$ cat config.mk
export PLATFORM = sky130hd
export DESIGN_NAME = std_fp_smult_arbiter
export DESIGN_NICKNAME = d
export VERILOG_FILES = /design/src/rtl/std_fp_smult_arbiter.sv
export SDC_FILE = /design/constraint.sdc
export NUM_CORES = 2
export LEC_CHECK = 0
export CAP_MARGIN = 30
export CORE_AREA = 2 2 245 247
export CTS_CLUSTER_DIAMETER = 100
export DETAILED_ROUTE_END_ITERATION = 6
export DIE_AREA = 0 0 247 249
export PLACE_DENSITY = 0.91
export REMOVE_ABC_BUFFERS = 1
export SYNTH_ARGS = -nofsm -noshare
export SYNTH_HDL_FRONTEND = slang
export SYNTH_SLANG_ARGS = --single-unit
$ cat constraint.sdc
create_clock -name clk -period 8.7 [get_ports clk]
set_input_delay 1.74 -clock clk [delete_from_list [all_inputs] [get_ports clk]]
set_output_delay 1.74 -clock clk [all_outputs]
set_load 0.05 [all_outputs]
$ cat src/rtl/std_fp_smult_arbiter.sv
// Round-robin arbiter sharing one signed fixed-point multiplier among NUM_REQ go/done requesters.
// Each grant runs IDLE -> MUL -> TRUNC -> DONE, so one product completes every four cycles.
module std_fp_smult_arbiter #(
    parameter int WIDTH      = 32,
    parameter int INT_WIDTH  = 16,
    parameter int FRAC_WIDTH = 16,
    parameter int NUM_REQ    = 4
) (
    input  logic                       clk,
    input  logic                       reset,
    input  logic [NUM_REQ-1:0]         go,
    input  logic [NUM_REQ*WIDTH-1:0]   left,
    input  logic [NUM_REQ*WIDTH-1:0]   right,
    output logic [WIDTH-1:0]           out,
    output logic [NUM_REQ-1:0]         done,
    output logic [NUM_REQ-1:0]         grant,
    output logic                       busy,
    output logic [1:0]                 dbg_state
);

    localparam int IDX_W = $clog2(NUM_REQ);

    // Handshake: a requester raises go[i] and holds it until it sees done[i]; done is a
    // one-cycle pulse and go is only sampled in IDLE, so one request is never served twice.

    typedef enum logic [1:0] {
        S_IDLE  = 2'd0,
        S_MUL   = 2'd1,
        S_TRUNC = 2'd2,
        S_DONE  = 2'd3
    } state_t;

    generate
        if (INT_WIDTH != WIDTH - FRAC_WIDTH) begin : g_bad_format
            $error("INT_WIDTH must equal WIDTH-FRAC_WIDTH");
        end
    endgenerate

    state_t                      r_state;
    logic [IDX_W-1:0]            r_last;
    logic [IDX_W-1:0]            r_sel;
    logic signed [WIDTH-1:0]     r_ltmp;
    logic signed [WIDTH-1:0]     r_rtmp;
    logic signed [2*WIDTH-1:0]   r_prod;

    logic [IDX_W-1:0]            w_idx;
    logic [IDX_W-1:0]            w_sel;
    logic                        w_found;
    logic                        w_unused;

    // First asserted go bit starting just after the last served requester.
    always_comb begin
        w_idx   = '0;
        w_sel   = '0;
        w_found = 1'b0;
        for (int k = 1; k <= NUM_REQ; k++) begin
            w_idx = IDX_W'((int'(r_last) + k) % NUM_REQ);
            if (!w_found && go[w_idx]) begin
                w_found = 1'b1;
                w_sel   = w_idx;
            end
        end
    end

    assign w_unused  = ^{r_prod[2*WIDTH-1:WIDTH+FRAC_WIDTH], r_prod[FRAC_WIDTH-1:0]};
    assign dbg_state = r_state;

    always_ff @(posedge clk) begin
        if (reset) begin
            r_state <= S_IDLE;
            r_last  <= IDX_W'(NUM_REQ - 1);
            r_sel   <= '0;
            r_ltmp  <= '0;
            r_rtmp  <= '0;
            r_prod  <= '0;
            out     <= '0;
            done    <= '0;
            grant   <= '0;
            busy    <= 1'b0;
        end else begin
            case (r_state)
                S_IDLE: begin
                    if (w_found) begin
                        r_ltmp  <= left[w_sel*WIDTH +: WIDTH];
                        r_rtmp  <= right[w_sel*WIDTH +: WIDTH];
                        r_sel   <= w_sel;
                        r_last  <= w_sel;
                        grant   <= NUM_REQ'(1) << w_sel;
                        busy    <= 1'b1;
                        r_state <= S_MUL;
                    end
                end
                S_MUL: begin
                    r_prod  <= r_ltmp * r_rtmp;
                    r_state <= S_TRUNC;
                end
                S_TRUNC: begin
                    // Dropping the low fraction bits floors toward -inf; high bits wrap.
                    out     <= r_prod[WIDTH+FRAC_WIDTH-1:FRAC_WIDTH];
                    done    <= NUM_REQ'(1) << r_sel;
                    r_state <= S_DONE;
                end
                S_DONE: begin
                    done    <= '0;
                    grant   <= '0;
                    busy    <= 1'b0;
                    r_state <= S_IDLE;
                end
                default: r_state <= S_IDLE;
            endcase
        end
    end

endmodule

==> impl_results.md <==
- Run status: finished with violations
- Failing checks: design-rule violations
- Setup-failing EPs final: 0
- Sequential area share after synthesis: 0.07945
- Layout fillers: 3970
- PostCTS Resize Cnt: 0
- First-pass GRT wire length: 181800 um
- Non-Filler Instances: 5120
- Detailed-route via count: 30450
- Number of post-CTS setup repair buffers: 0
- Final Cycle Share: 0.9639
- Worst clock skew: 0.02779 ns
- Boundary Pins: 305
- Die height: 249 um
- Crit path kind: flop to flop
- Pin count of the biggest net entering global routing: 89
- WL final: 116100 um
- CTS sink count: 143
- Vias/cell: 5.948
- Startpoint types: flop
- # rows: 89
- Synth cell types: 62
- Gp weighted congestion: 0.9771
- Arrival @ worst endpoint: 8.81 ns
- Post-cts hold buffer count: 0
- CP endpoint kind: flop
- Die area: 0.06150 sq mm
- Synth Register Bits: 143
- Cells after Synth: 4175
- Hold_sp: r_prod[22]
- Slowest stage delay, CP: 1.00 ns
- Core Area: 0.05869 sq mm
- Reg2reg end: r_prod[47]
- Per-cell routed wire length: 22.68 um
- Synth-to-layout area growth: 12.65%
- Worst Path Buf+Inv: 6
- Reg2reg start: r_ltmp[7]
- Share of cells above drive strength 1: 0.03406
- Antenna violations before repair: 4
- TritonRoute pass-1 iters: 7
- CP top delay family: adder cells
- Slowest cell on crit path: dfxtp_1
- Max-cap violations: 0
- Setup TNS Final: 0 ns
- Worst-Margin Slew: 1.111 ns
- Number of global-route vias before repair: 33780
- Synth Warn #: 0
- CP dominant cell by count: fa_1
- Total CTS buffers: 17
- Slew headroom: 0.2584
- CTS tree: yes
- Placed wire-length estimate: 91940 um
- H-tree levels: 4
- Clock Latency Late Sink: 0.54 ns
- Fin crit period: 8.386 ns
- Root Buffer: clkbuf_16
- Average cell area after synthesis: 8.630 sq um
- Total grt overflow: 0
- Clk buf depth: 2
- Hold-critical path depth: 2
- CP max FO: 17
- Clock slew at reported path FFs: 0.08 ns
- Post-synthesis async set-or-reset flop share: 0
- Initial DRC Count: 3066
- Area of the mapped netlist: 0.03603 sq mm
- Worst reg2reg path depth: 25
- Max Freq: 119.2 MHz
- Post-synth EDFFs: 0
- Max Transition Viols Final: 0
- End of the worst hold path: r_prod[22]
- RSZ-0062 raised after global routing: no
- ANT nets after route: 0
- Initial Util: 0.6140
- Hold Crit Class: flop to flop
- Final nets: 5600
- Ys flop type: dfxtp_1
- DRC Markers: 3
- IO Port Bufs: 304
- Worst reg2reg setup slack: 0.31 ns
- Dpl cells: 5083
- Total GRT Usage: 0.3934
- Final Core Density: 0.6917
- Hold Violations, Final: 0
- Req. time, crit path: 9.12 ns
- Chip width: 247 um
## tightest hold or removal path: cells and delay by family (launching register included)
family          cells  cell delay [ns]
simple gates        1             0.08
flops               1             0.31
compound gates      1             0.05
## stage by stage
stage | hold WS (ns) | instance area, sq um | worst slack, ns
2_1_floorplan | 0.4547 | 35040 | 1.384
3_3_place_gp | 0.4708 | 39820 | 0.7319
3_5_place_dp | 0.4722 | 39840 | 0.5238
4_1_cts | 0.4886 | 40500 | 0.4954
5_1_grt | 0.5033 | 40590 | 0.07756
6_report | 0.4875 | 40590 | 0.3140
## routing by layer
metal,track usage,vias to the layer above,routed length (um)
met1,0.4486,14800,37520
met4,0.2900,0,10370
met2,0.5951,2306,51960
met5,0,-,0
li1,-,12630,-
met3,0.1587,721,16300
## how the worst max path moves through the flow
stage                from         end  slack (ns)  cells after the start
2_1_floorplan   r_rtmp[2]  r_prod[32]        1.38                     24
3_3_place_gp    r_ltmp[7]  r_prod[44]        0.73                     23
3_5_place_dp   r_ltmp[10]  r_prod[47]        0.52                     23
4_1_cts        r_ltmp[10]  r_prod[47]        0.50                     23
5_1_grt        r_rtmp[12]  r_prod[47]        0.08                     23
6_report        r_ltmp[7]  r_prod[47]        0.31                     25
## kinds of logic (layout without fill, tap and decap cells)
logic type / count (synthesis) / in the layout / synth area share
other cells: 0 / 2 / 0
simple gates: 1619 / 1619 / 0.2147
buf+inv: 1065 / 1235 / 0.1111
flops: 143 / 143 / 0.07945
mux: 53 / 53 / 0.01472
xor+xnor: 67 / 67 / 0.01629
compound gates: 222 / 222 / 0.03983
fa+ha+maj: 1006 / 1006 / 0.5239
## state kept, by name, summed over array words and instances (netlist names), 4 cells and up
name / flops
r_prod: 32
grant: 4
r_ltmp: 32
out: 32
done: 4
r_rtmp: 32
## synthesized netlist by cell type, types with 4 or more instances
cell type,count,area [sq um]
o21bai_1,9,67.56
o311ai_1,4,35.03
and3_1,10,62.56
a32oi_1,4,35.03
ha_1,168,2102
o21ai_0,18,90.09
a211oi_1,7,52.55
dfxtp_1,143,2863
o211ai_1,4,30.03
clkbuf_1,245,919.6
inv_1,803,3014
nor2b_1,16,100.1
nor4_1,4,25.02
o21a_1,4,30.03
nor2_1,81,304.0
nor3b_1,9,67.56
nor3_1,13,65.06
nand4_1,6,37.54
and2_1,461,2884
xor2_1,18,157.7
a21oi_1,107,535.5
mux2i_1,53,530.5
nand2b_1,19,118.9
nand2_1,786,2950
buf_1,14,52.55
nand3_1,201,1006
fa_1,838,16780
a21o_1,29,217.7
xnor2_1,49,429.2
o22ai_1,6,37.54
## cell type report
cell class | instances | area (sq um) | share of cell area
multi-input combinational | 2967 | 29220 | 0.7199
timing repair buffer | 400 | 3857 | 0.09503
inverter | 803 | 3014 | 0.07426
sequential | 143 | 2863 | 0.07053
tap | 773 | 967.2 | 0.02383
clock buffer | 17 | 425.4 | 0.01048
clock inverter | 15 | 239.0 | 0.005888
antenna | 2 | 5.005 | 0.0001233
## layout by cell type, fill, tap and decap left out, types with 9 or more instances in the layout
cell type        Yosys  layout
nor2_1              81      81
buf_4                0      90
clkdlybuf4s50_1      0     303
ha_1               168     166
nor2b_1             16      15
o21bai_1             9       9
and2_1             461     461
xnor2_1             49      49
nand3_1            201     201
inv_1              803     803
clkbuf_16            0      17
nor3_1              13      13
fa_1               838     838
o21ai_0             18      18
and3_1              10      10
xor2_1              18      18
a21o_1              29      28
mux2i_1             53      53
nor3b_1              9       9
nand2b_1            19      18
nand2_1            786     786
a21oi_1            107     106
dfxtp_1            143     143
Power is left out: the tool's default activity adds up to more than one toggle a clock period on the data nets, which glitch-free logic cannot reach.
